--- config.mk ---
export PLATFORM = sky130hd
export DESIGN_NAME = cpu_trace_streamer
export DESIGN_NICKNAME = d
export VERILOG_FILES = /design/src/rtl/cpu_trace_streamer.sv
export SDC_FILE = /design/constraint.sdc
export NUM_CORES = 1
export LEC_CHECK = 0
export CORE_MARGIN = 2
export CORE_UTILIZATION = 53
export CTS_CLUSTER_SIZE = 12
export DETAILED_ROUTE_END_ITERATION = 16
export PLACE_DENSITY_LB_ADDON = 0.12
export SLEW_MARGIN = 10
export SYNTH_ARGS = -nofsm -noshare
export SYNTH_HDL_FRONTEND = slang
export SYNTH_SLANG_ARGS = --single-unit
export TNS_END_PERCENT = 20
--- constraint.sdc ---
create_clock -name clk -period 11.9 [get_ports clk]
set_input_delay 2.975 -clock clk [delete_from_list [all_inputs] [get_ports clk]]
set_output_delay 2.975 -clock clk [all_outputs]
set_load 0.005 [all_outputs]
--- src/rtl/cpu_trace_streamer.sv ---
// cpu_trace_streamer: commit-trace sink for the single-cycle MIPS CPU.
// Captures the CPU's per-cycle debug values into a small record FIFO and
// serializes each record as an 18-byte packet on a valid/ready byte stream.
//
// Ports:
//   clk, rst_n            clock (rising edge) and async active-low reset
//   trace_en              capture this cycle's CPU state
//   pc, instr, pcNext,
//   aluResult             32-bit CPU trace values
//   aluZero, regWrite,
//   branch, aluSrc,
//   memWrite              CPU trace flags
//   tx_data/valid/last    byte stream out (tx_last marks byte 17)
//   tx_ready              sink accepts the byte
//   fifo_level            records currently buffered (0..DEPTH)
//   drop_cnt              saturating count of records dropped on a full FIFO
module cpu_trace_streamer #(
    parameter int unsigned DEPTH = 4,
    parameter logic [7:0]  SYNC  = 8'hA5
) (
    input  logic                    clk,
    input  logic                    rst_n,
    input  logic                    trace_en,
    input  logic [31:0]             pc,
    input  logic [31:0]             instr,
    input  logic [31:0]             pcNext,
    input  logic [31:0]             aluResult,
    input  logic                    aluZero,
    input  logic                    regWrite,
    input  logic                    branch,
    input  logic                    aluSrc,
    input  logic                    memWrite,
    output logic [7:0]              tx_data,
    output logic                    tx_valid,
    output logic                    tx_last,
    input  logic                    tx_ready,
    output logic [$clog2(DEPTH):0]  fifo_level,
    output logic [15:0]             drop_cnt
);

    localparam int unsigned AW      = $clog2(DEPTH);
    localparam int unsigned RW      = 136;  // flags + four 32-bit words
    localparam logic [AW:0] FullLvl = (AW + 1)'(DEPTH);
    localparam logic [4:0]  LastIdx = 5'd17;

    typedef enum logic [0:0] {StIdle, StSend} state_e;

    state_e            state_q, state_d;
    logic [4:0]        idx_q, idx_d;
    logic [7:0]        tx_data_q, tx_data_d;
    logic              tx_valid_q, tx_valid_d;
    logic              tx_last_q, tx_last_d;
    logic [AW-1:0]     wr_ptr_q, wr_ptr_d;
    logic [AW-1:0]     rd_ptr_q, rd_ptr_d;
    logic [AW:0]       level_q, level_d;
    logic [15:0]       drop_q, drop_d;
    logic              lost_q, lost_d;

    logic [RW-1:0]     mem_q [DEPTH];
    logic [RW-1:0]     rec_in;
    logic [RW+7:0]     pkt;
    logic              push, pop, drop;
    logic [4:0]        nxt_idx;
    logic [7:0]        bit_off;

    // Record storage carries no reset; validity is tracked by the pointers.
    always_ff @(posedge clk) begin
        if (push) begin
            mem_q[wr_ptr_q] <= rec_in;
        end
    end

    always_comb begin
        rec_in = {lost_q, 2'b00, memWrite, aluSrc, branch, regWrite, aluZero,
                  pc, instr, pcNext, aluResult};
        pkt    = {SYNC, mem_q[rd_ptr_q]};

        pop  = (state_q == StSend) && tx_ready && (idx_q == LastIdx);
        // A completing pop frees a slot on the same edge, so a full FIFO still accepts.
        push = trace_en && ((level_q < FullLvl) || pop);
        drop = trace_en && !push;

        wr_ptr_d = wr_ptr_q + AW'(push);
        rd_ptr_d = rd_ptr_q + AW'(pop);
        level_d  = level_q + (AW + 1)'(push) - (AW + 1)'(pop);
        drop_d   = (drop && drop_q != 16'hFFFF) ? drop_q + 16'd1 : drop_q;
        lost_d   = drop ? 1'b1 : (push ? 1'b0 : lost_q);

        state_d    = state_q;
        idx_d      = idx_q;
        tx_data_d  = tx_data_q;
        tx_valid_d = tx_valid_q;
        tx_last_d  = tx_last_q;
        nxt_idx    = idx_q + 5'd1;
        bit_off    = 8'd0;

        unique case (state_q)
            StIdle: begin
                if (level_q != '0) begin
                    state_d    = StSend;
                    idx_d      = 5'd0;
                    tx_valid_d = 1'b1;
                    tx_data_d  = SYNC;
                    tx_last_d  = 1'b0;
                end
            end
            StSend: begin
                if (tx_ready) begin
                    if (idx_q == LastIdx) begin
                        idx_d     = 5'd0;
                        tx_last_d = 1'b0;
                        // Byte 0 is the constant SYNC, so the next head need not be read yet.
                        if (level_d != '0) begin
                            tx_data_d = SYNC;
                        end else begin
                            state_d    = StIdle;
                            tx_valid_d = 1'b0;
                            tx_data_d  = 8'd0;
                        end
                    end else begin
                        idx_d     = nxt_idx;
                        bit_off   = {LastIdx - nxt_idx, 3'b000};
                        tx_data_d = pkt[bit_off +: 8];
                        tx_last_d = (nxt_idx == LastIdx);
                    end
                end
            end
            default: begin
                state_d = StIdle;
            end
        endcase
    end

    always_ff @(posedge clk or negedge rst_n) begin
        if (!rst_n) begin
            state_q    <= StIdle;
            idx_q      <= 5'd0;
            tx_data_q  <= 8'd0;
            tx_valid_q <= 1'b0;
            tx_last_q  <= 1'b0;
            wr_ptr_q   <= '0;
            rd_ptr_q   <= '0;
            level_q    <= '0;
            drop_q     <= 16'd0;
            lost_q     <= 1'b0;
        end else begin
            state_q    <= state_d;
            idx_q      <= idx_d;
            tx_data_q  <= tx_data_d;
            tx_valid_q <= tx_valid_d;
            tx_last_q  <= tx_last_d;
            wr_ptr_q   <= wr_ptr_d;
            rd_ptr_q   <= rd_ptr_d;
            level_q    <= level_d;
            drop_q     <= drop_d;
            lost_q     <= lost_d;
        end
    end

    assign tx_data    = tx_data_q;
    assign tx_valid   = tx_valid_q;
    assign tx_last    = tx_last_q;
    assign fifo_level = level_q;
    assign drop_cnt   = drop_q;

endmodule

Yosys cells after proc, flatten, opt, wreduce, memory -nomap -nowiden:

Memories as Yosys holds them, arrays and structs flattened.
Cells that the tools add are included.
Widths: inputs -> output; s select.

* $add $sub $neg: 7
* magnitude comparators: 1
* equal/unequal tests: 7
* shift operators: 1
* multiplexer cells: 27
* bitwise gates (word level): 1
* reduce and logical (&&, ||, !) cells: 12

Operators with widths (count)
* $shiftx 144x9->8: 1
* $mux 8: 4
* $add 16x1->16 const B: 1
* $ne 16x16->1 const B: 1
* $pmux 8 s2: 1
* $mux 1: 15
* $mux 5: 3
* $eq 5x5->1 const B: 2
* $pmux 5 s2: 1
* $ne 2x2->1 const B: 3
* $pmux 1 s2: 3
* $reduce_bool 3->1: 2
* $add 5x1->5 const B: 1
* $logic_and 1x1->1: 5
* $sub 5x5->5 const A: 1
* $add 2x1->2: 2
* $reduce_and 4->1: 1
* $add 3x1->3: 1
* $lt 3x3->1 const B: 1
* $sub 3x1->3: 1
* $ne 2x1->1 const B: 1
* $reduce_and 2->1: 1
* $reduce_bool 2->1: 1
* $logic_not 1->1: 1
* other kinds (2): 2

* bits in registers: 40
* memory bits (writable): 536
* input bits: 137
* output and inout bits: 29
* word-level logic and storage cells: 67
* memories: 1

Memories
* mem_q: depth 4, width 134, rd ports 1, clocked after memory_dff 0, write ports 1, line 59 `logic [RW-1:0] mem_q [DEPTH];`

Logic depth before layout (Yosys ltp):

Gate-level depths: netlist (run 1).

* word-level depth: 11
* gate-level depth with buffers: 16
* gate-level depth less buffers: 16

Worst setup path after synthesis (run 1):

Ideal clock, no wire load.

* path type: in2reg
* from: input port tx_ready
* to: memory mem_q[1][0] (netlist name), enable pin
* setup time: 819 ps
* arrival: 12972 ps
* data required time: 11081 ps
* setup slack: -1891 ps
* stages: 4
* path buffers: 0
* path through: nand3_1 nand2_1 nand2_1 nor3b_1

* cells in the longest elaborated chain, start to end: 6

RTL lines
* from (decl): line 36 `input logic tx_ready,`
* $logic_and 1x1->1 (2 in a row): line 78 `pop = (state_q == StSend) && tx_ready && (idx_q == LastIdx);`
* $logic_or 1x1->1: line 80 `push = trace_en && ((level_q < FullLvl) || pop);`
* $logic_and 1x1->1: line 80
* $mux 1: line 68 `if (push) begin`
* $mux 1 (not written as such): line 69 `mem_q[wr_ptr_q] <= rec_in;`
* to (decl): line 59

Every way passes these cells.

Final worst setup path (run 1):

* from: input port tx_ready
* to: register tx_data_q[0], in the netlist tx_data[0]

* cells in the longest elaborated chain, start to end: 11
* elaborated cells between the ends (all ways): 13
* classes of those cells: add/sub (2); eq/ne (1); mux (4); reduce/logical (6)

RTL lines
* $logic_and 1x1->1 * (2 in a row): line 78
* $logic_or 1x1->1: line 80
* $logic_and 1x1->1: line 80
* $add 3x1->3: line 85 `level_d = level_q + (AW + 1)'(push) - (AW + 1)'(pop);`
* $sub 3x1->3 *: line 85
* via level_d[2]: line 55 `logic [AW:0] level_q, level_d;`
* $reduce_bool 3->1 *: line 113 `if (level_d != '0) begin`
* $mux 8 *: line 113
* $mux 8 *: line 109 `if (idx_q == LastIdx) begin`
* $mux 8 *: line 108 `if (tx_ready) begin`
* $pmux 8 s2 *: line 97 `unique case (state_q)`
* to (signal assigned): line 149 `tx_data_q <= tx_data_d;`
* to (decl): line 50 `logic [7:0] tx_data_q, tx_data_d;`

Mark *: on every way through the listed nets, which the timed path passes. The rest lies on a longest branch. The select of a mux whose other input is x is not followed.
A chain may end at the register's enable or synchronous reset.

==> results of run 1 <==
registers in the layout, summed over array words and instances (netlist names):
register    cells
mem_q         536
drop_cnt       16
tx_data         8
idx_q           5
fifo_level      3
rd_ptr_q        2
wr_ptr_q        2
lost_q          1
state_q         1
tx_last         1
tx_valid        1
cells in the final DEF, fill, tap and decap left out, types with 7 or more instances in the layout:
cell and n:
nand3_1 13, xnor2_1 16, o21ai_0 17, nor2_1 34, o221ai_1 8, dfrtp_1 37
clkbuf_16 59, clkinv_1 12, a21oi_1 15, ha_1 7, clkbuf_1 15, o22ai_1 16
edfxtp_1 536, nor3_1 12, buf_4 14, nor2b_1 7, mux2i_1 89, nand2_1 22
a211oi_1 7, inv_1 10, mux4_2 107, clkdlybuf4s50_1 164, a22oi_1 12
critical path: cells and delay by family:
kind                     cells  cell delay (ps)
buffers and inverters        2              570
AO/OA/AOI/OAI                3              660
adder cells (fa/ha/maj)      3              900
AND/OR/NAND/NOR              5              950
XOR/XNOR                     1              200
per-layer routing:
layer | GRT usage (%) | routed length [microns] | vias to the layer above
li1 | - | - | 4937
met1 | 30.6 | 20600 | 5802
met2 | 32.0 | 21400 | 306
met3 | 3.54 | 2290 | 62
met4 | 6.17 | 855 | 0
met5 | 0 | 0 | -
kinds of logic (layout without fill, tap and decap cells):
| kind of cell | count (synthesis) | count (layout) |
|---|---|---|
| AOI/OAI and AO/OA | 111 | 111 |
| xor gates and xnor gates | 23 | 23 |
| adders and majority gates | 9 | 9 |
| buffers and inverters | 66 | 287 |
| DFF | 576 | 576 |
| muxes | 201 | 201 |
| and+or+nand+nor | 120 | 120 |
power groups by stage:
stage,Combinational (W),Clock [W],Sequential (W)
floorplan,0.000918,0,0.00271
global placement,0.00134,0,0.00271
detailed placement,0.00135,0,0.00272
CTS,0.00135,0.00168,0.00268
global route,0.00144,0.00176,0.00270
finish,0.00133,0.00165,0.00268
how the worst min path moves through the flow:
stage / start / end / cells past startpoint
2_1_floorplan: tx_data[3] / tx_data[3] / 2
3_3_place_gp: drop_cnt[13] / drop_cnt[13] / 1
3_5_place_dp: drop_cnt[10] / drop_cnt[10] / 1
4_1_cts: drop_cnt[10] / drop_cnt[10] / 1
5_1_grt: tx_last / tx_last / 1
6_report: drop_cnt[10] / drop_cnt[10] / 1
stage by stage:
| step | setup TNS (ps) | hold WS (ps) |
|---|---|---|
| floorplan | -160980 | 473 |
| global placement | 0 | 478 |
| detailed placement | 0 | 488 |
| CTS | 0 | 502 |
| global route | 0 | 530 |
| finish | 0 | 498 |
final cells by class:
type,count,area share (%)
Clock buffer,77,5.95
Clock inverter,20,0.502
Sequential cell,576,64.7
Timing Repair Buffer,180,6.70
Tap cell,539,2.55
Multi-Input combinational cell,464,19.5
Inverter,10,0.142
==> results.txt, run 1 <==
Final setup viols: 0
DR vias: 11100
crit-path max FO: 4
Netlist cell types: 59
Clock Root Buffer: clkbuf_16
Setup crit end: tx_data[0]
CTS clk-pin slew, worst paths: 60 ps
Routed Antenna Nets: 0
Worst Tran Pin Value: 1230 ps
final hold vios: 0
DP Worst Slack: 5530 ps
most frequent cell after synthesis: edfxtp_1
total die area: 44500 sq um
grt ovf: 0
Tcrit/Tclk final: 48.8%
share of cells above drive strength 1: 15.6%
RSZ-0062 raised after global routing: no
Crit path required time: 12360 ps
multiplexer area fraction after synthesis: 15.0%
I/O pins: 166
Worst Setup End Kind: register
skew final: 18.7 ps
Seq cells post-synth: 576
Clk network pwr share: 29.2%
n_diodes: 0
Clock Tree Buf Depth: 3
largest family of logic cells by synthesized area: multiplexers
relative slew slack: 18.0%
Commonest cells post-synth: 536 x edfxtp_1, 107 x mux4_2, 89 x mux2i_1
Power Density: 214 nW/um^2
Remaining DRCs: 0
Sw Pwr: 0.00160 W
Reg-to-Reg End: tx_data[0]
Internal Pwr Total: 0.00405 W
Hold Crit Class: register to register
Max VDD drop: 140 uV
Global Route Usage Sum: 20.6%
synth top area cells: edfxtp_1 71%, mux4_2 11%, dfrtp_1 4.4%
die width: 211 microns
Sink Count: 576
Reg2Reg Setup Slack: 7620 ps
Inst Count DP: 1769
top-area cell type share of the netlist area: 71.0%
register area: 17100 sq um
R2R Path Start: idx_q[0]
CTS tree: built
utilization after layout: 62.8%
Post-Synthesis Cell Area: 22700 sq um
Post-Route WL: 45.1 mm
Final Net Count: 1436
Crit Path Category: primary input to register
Critical Path Source: tx_ready
Filler cells: 2911
Net Sw Frac: 28.4%
post-DR vias/cell: 5.95
Final HPWL DP: 26.9 mm
Core Region: 42100 sq um
final worst slack: 6100 ps
share of flip-flops with an asynchronous set or reset: 6.94%
cell taking the most area after synthesis: edfxtp_1
final cell count without fillers: 1866
Post-synth EDFFs: 536
Slowest-stage cell, CP: clkdlybuf4s50_1
vias in the first global route: 11400
post-synthesis cell count: 1106
post-synthesis sequential area ratio: 75.4%
Tot Pwr: 0.00565 W
Placement Cell Area: 24700 sq um
Worst path max stage delay: 530 ps
first drt pass iteration count: 5
footprint of the multi-input gates: 5150 sq um
Area growth syn-to-layout: 16.6%
adder-cell area share of the yosys netlist: 0.530%
initial antenna violation count: 0
final instance area: 26400 sq um
outcome: finished, final reports clean
postcts setup bufs: 0
hold_buf cts: 0
Slew Limit Fails: 0
Final GP Congestion: 0.783
num rows: 75
crit-path cells: clkdlybuf4s50_1 > nand3_1 > nand2_1 > nand2_1 > ha_1 > inv_1 > ha_1 > fa_1 > xnor3_1 > or3_1 > a21oi_1 > nand3_1 > a21oi_1 > a2111oi_0
syn avg cell area: 20.5 sq um
nature of the critical path startpoint: primary input
Critical Path AT: 6270 ps
fmax: 172 MHz
CTS HTree Levels: 2
Avg WL per Cell: 24.2 microns
R2R cell count: 15
cts bufs inserted: 58
cts repair resizes: 0
P_leak: 8.35 nW
DRT iter0 DRCs: 914
largest net degree at the start of global routing: 121
worst-skew pair later-pin latency: 620 ps
Starting Density: 53.8%
first-pass GRT wire length: 68.2 mm
post-synthesis simple-gate area fraction: 2.63%
Port-buffer cells: 165
Die Span Y: 211 microns
Synth Area in Compound Gates: 3.45%
Max Cap Viol: 0
Synth Area in XOR/XNOR: 0.949%
Synthesis Warnings: 0
final worst path period need: 5800 ps
syn_nets: 1252
Primary FF master, synth: edfxtp_1
logic gate share of total power: 23.5%
Reg power frac: 47.3%
(Power assumes the default switching activity.)
==> inputs of run 2 (changes only) <==
--- a/config.mk
+++ b/config.mk
@@ -6,7 +6,7 @@
 export NUM_CORES = 1
 export LEC_CHECK = 0
 export CORE_MARGIN = 2
-export CORE_UTILIZATION = 53
+export CORE_UTILIZATION = 57
 export CTS_CLUSTER_SIZE = 12
 export DETAILED_ROUTE_END_ITERATION = 16
 export PLACE_DENSITY_LB_ADDON = 0.12
==> constraint.sdc (replaced) <==
create_clock -name clk -period 5.45 [get_ports clk]
set_input_delay 1.3625 -clock clk [delete_from_list [all_inputs] [get_ports clk]]
set_output_delay 1.3625 -clock clk [all_outputs]
set_load 0.005 [all_outputs]
==> results.txt, run 2 (synthesis gave the netlist of run 1 again) <==
outcome: finished, final reports clean
R2R cell count: 15 (unchanged)
Area growth syn-to-layout: 16.9%
Remaining DRCs: 0 (unchanged)
met2 wire len: 21.6 mm (+1.3%)
max reg flops: 536 (unchanged)
Final Net Count: 1438 (+0.14%)
Die Span Y: 203 microns (-3.5%)
utilization after layout: 67.2% (+4.4 points)
R2R Path Start: idx_q[0]
share of cells above drive strength 1: 16.0% (+0.35 points)
most common cell after layout, fill and taps aside: edfxtp_1
I/O pins: 166 (unchanged)
Max Cap Viol: 0 (unchanged)
Avg WL per Cell: 23.9 microns (-1.2%)
met3 wire length: 2.94 mm (+28%)
final cell count without fillers: 1858 (-0.43%)
P_leak: 8.37 nW (+0.21%)
Global Route Usage Sum: 22.0% (+1.4 points)
die width: 203 microns (-3.5%)
Max VDD drop: 267 uV (+91%)
final hold vios: 0 (unchanged)
crit-path most repeated cell: ha_1
RSZ-0062 raised after global routing: no
crit-path cells: ha_1 > and3_1 > nand3_4 > nand2_2 > nand2_2 > ha_1 > inv_1 > ha_1 > fa_1 > xnor3_1 > or3_1 > a21oi_1 > nand3_1 > a21oi_1 > a2111oi_0
Slew Limit Fails: 0 (unchanged)
final worst slack: 1340 ps (-4750 ps)
Crit Path Category: register to register
CTS HTree Levels: 2 (unchanged)
post-DR vias/cell: 6.02 (+1.2%)
grt ovf: 0 (unchanged)
final setup TNS: 0 ps (unchanged)
DRT iter0 DRCs: 822 (-10%)
Top reg by flops: mem_q
footprint of the multi-input gates: 5170 sq um (+0.46%)
Filler cells: 2625 (-9.8%)
highest routed layer: met4
largest net degree at the start of global routing: 78 (-36%)
Post-Route WL: 44.4 mm (-1.6%)
Critical Path AT: 4580 ps (-1690 ps)
Worst Setup End Kind: register
Power Density: 464 nW/um^2 (+120%)
skew final: 22.9 ps (+4.19 ps)
cts bufs inserted: 57 (-1.7%)
crit-path max FO: 37 (+33)
Final HPWL DP: 26.4 mm (-1.9%)
final worst path period need: 4110 ps
Hold Path Origin: drop_cnt[6]
Clock Root Buffer: clkbuf_16
Final GP Congestion: 0.785 (+0.28%)
hold depth: 1 (unchanged)
DR vias: 11200 (+0.76%)
hold_buf cts: 0 (unchanged)
total die area: 41400 sq um (-6.9%)
Starting Density: 57.5% (+3.7 points)
Hold Path End: drop_cnt[6]
hold_ws: 498 ps (-0.207 ps)
Inst Count DP: 1758 (-0.62%)
num rows: 73 (-2.7%)
initial antenna violation count: 4 (+4)
Clock Tree Buf Depth: 3 (unchanged)
relative slew slack: 34.5% (+17 points)
nature of the critical path startpoint: register
first drt pass iteration count: 6 (+1)
Hold Crit Class: register to register
Reg2Reg Setup Slack: 1340 ps (-6280 ps)
most frequent cells in the layout: 536 x edfxtp_1, 164 x clkdlybuf4s50_1, 107 x mux4_2
Worst path max stage delay: 800 ps (+270 ps)
register area: 17100 sq um (unchanged)
Port-buffer cells: 165 (unchanged)
Worst Tran Pin Value: 981 ps (-250 ps)
postcts setup bufs: 0 (unchanged)
Crit path required time: 5920 ps (-6440 ps)
CTS clk-pin slew, worst paths: 60 ps (about the same)
DP Worst Slack: 756 ps (-4770 ps)
Tcrit/Tclk final: 75.4%
Routed Antenna Nets: 0 (unchanged)
Reg-to-Reg End: tx_data[2]
Core Region: 39500 sq um (-6.4%)
Sink Count: 576 (unchanged)
fmax: 243 MHz
Slowest-stage cell, CP: dfrtp_4
worst-skew pair later-pin latency: 610 ps (about the same)
cts repair resizes: 0 (unchanged)
wl on met1: 19.0 mm (-7.8%)
first-pass GRT wire length: 67.3 mm (-1.4%)
Final setup viols: 0 (unchanged)
vias in the first global route: 11500 (+1.0%)
CTS tree: built
[run 2: changes by cell type in the layout (fill, tap and decap cells not counted), moves of 2 or more]
cell      change
buf_12        +4
clkbuf_1     +10
clkbuf_8      +2
clkinv_1     -10
clkinv_2      -2
clkinv_8      -2
diode_2       +4
nand2_1       -2
nand2_2       +2
[run 2: routing by layer]
metal	vias up	track usage, %
met5	-	0
met4	0	7.06
met2	378	34.5
li1	4952	-
met3	57	4.43
met1	5804	31.5
[run 2: layout make-up]
| cell class | instances | share of cell area (%) |
|---|---|---|
| Multi-Input combinational cell | 464 | 19.5 |
| Clock buffer | 89 | 6.18 |
| Antenna cell | 4 | 0.0378 |
| Sequential cell | 576 | 64.5 |
| Clock inverter | 7 | 0.160 |
| Inverter | 10 | 0.142 |
| Tap cell | 525 | 2.48 |
| Timing Repair Buffer | 183 | 6.96 |
[run 2: how the worst max path moves through the flow]
| stage | end | from | slack (ps) |
|---|---|---|---|
| floorplan | mem_q[2][0] | tx_ready | -230 |
| global placement | tx_data[2] | tx_ready | 930 |
| detailed placement | tx_data[2] | tx_ready | 760 |
| CTS | tx_data[2] | idx_q[0] | 1330 |
| global route | tx_data[2] | idx_q[0] | 1010 |
| finish | tx_data[2] | idx_q[0] | 1340 |
[run 2: where the power goes]
group | switching [W] | internal [W] | total [W]
logic | 0.00164 | 0.00125 | 0.00289
clock network | 0.00153 | 0.00204 | 0.00357
registers | 0.000285 | 0.00555 | 0.00584
total | 0.00345 | 0.00885 | 0.0123
[run 2: per-stage QoR]
step	cell area, sq um	power (W)
2_1_floorplan	22700	0.00787
3_3_place_gp	24800	0.00879
3_5_place_dp	24800	0.00885
4_1_cts	26500	0.0124
5_1_grt	26500	0.0129
6_report	26500	0.0123
[run 2: critical path, delay by kind of cell (launching register included)]
kind                     cells  cell delay [ps]
flip-flops                   1              800
adder cells (fa/ha/maj)      4             1160
AO/OA/AOI/OAI                3              620
buffers and inverters        1               40
AND/OR/NAND/NOR              6             1140
XOR/XNOR                     1              200
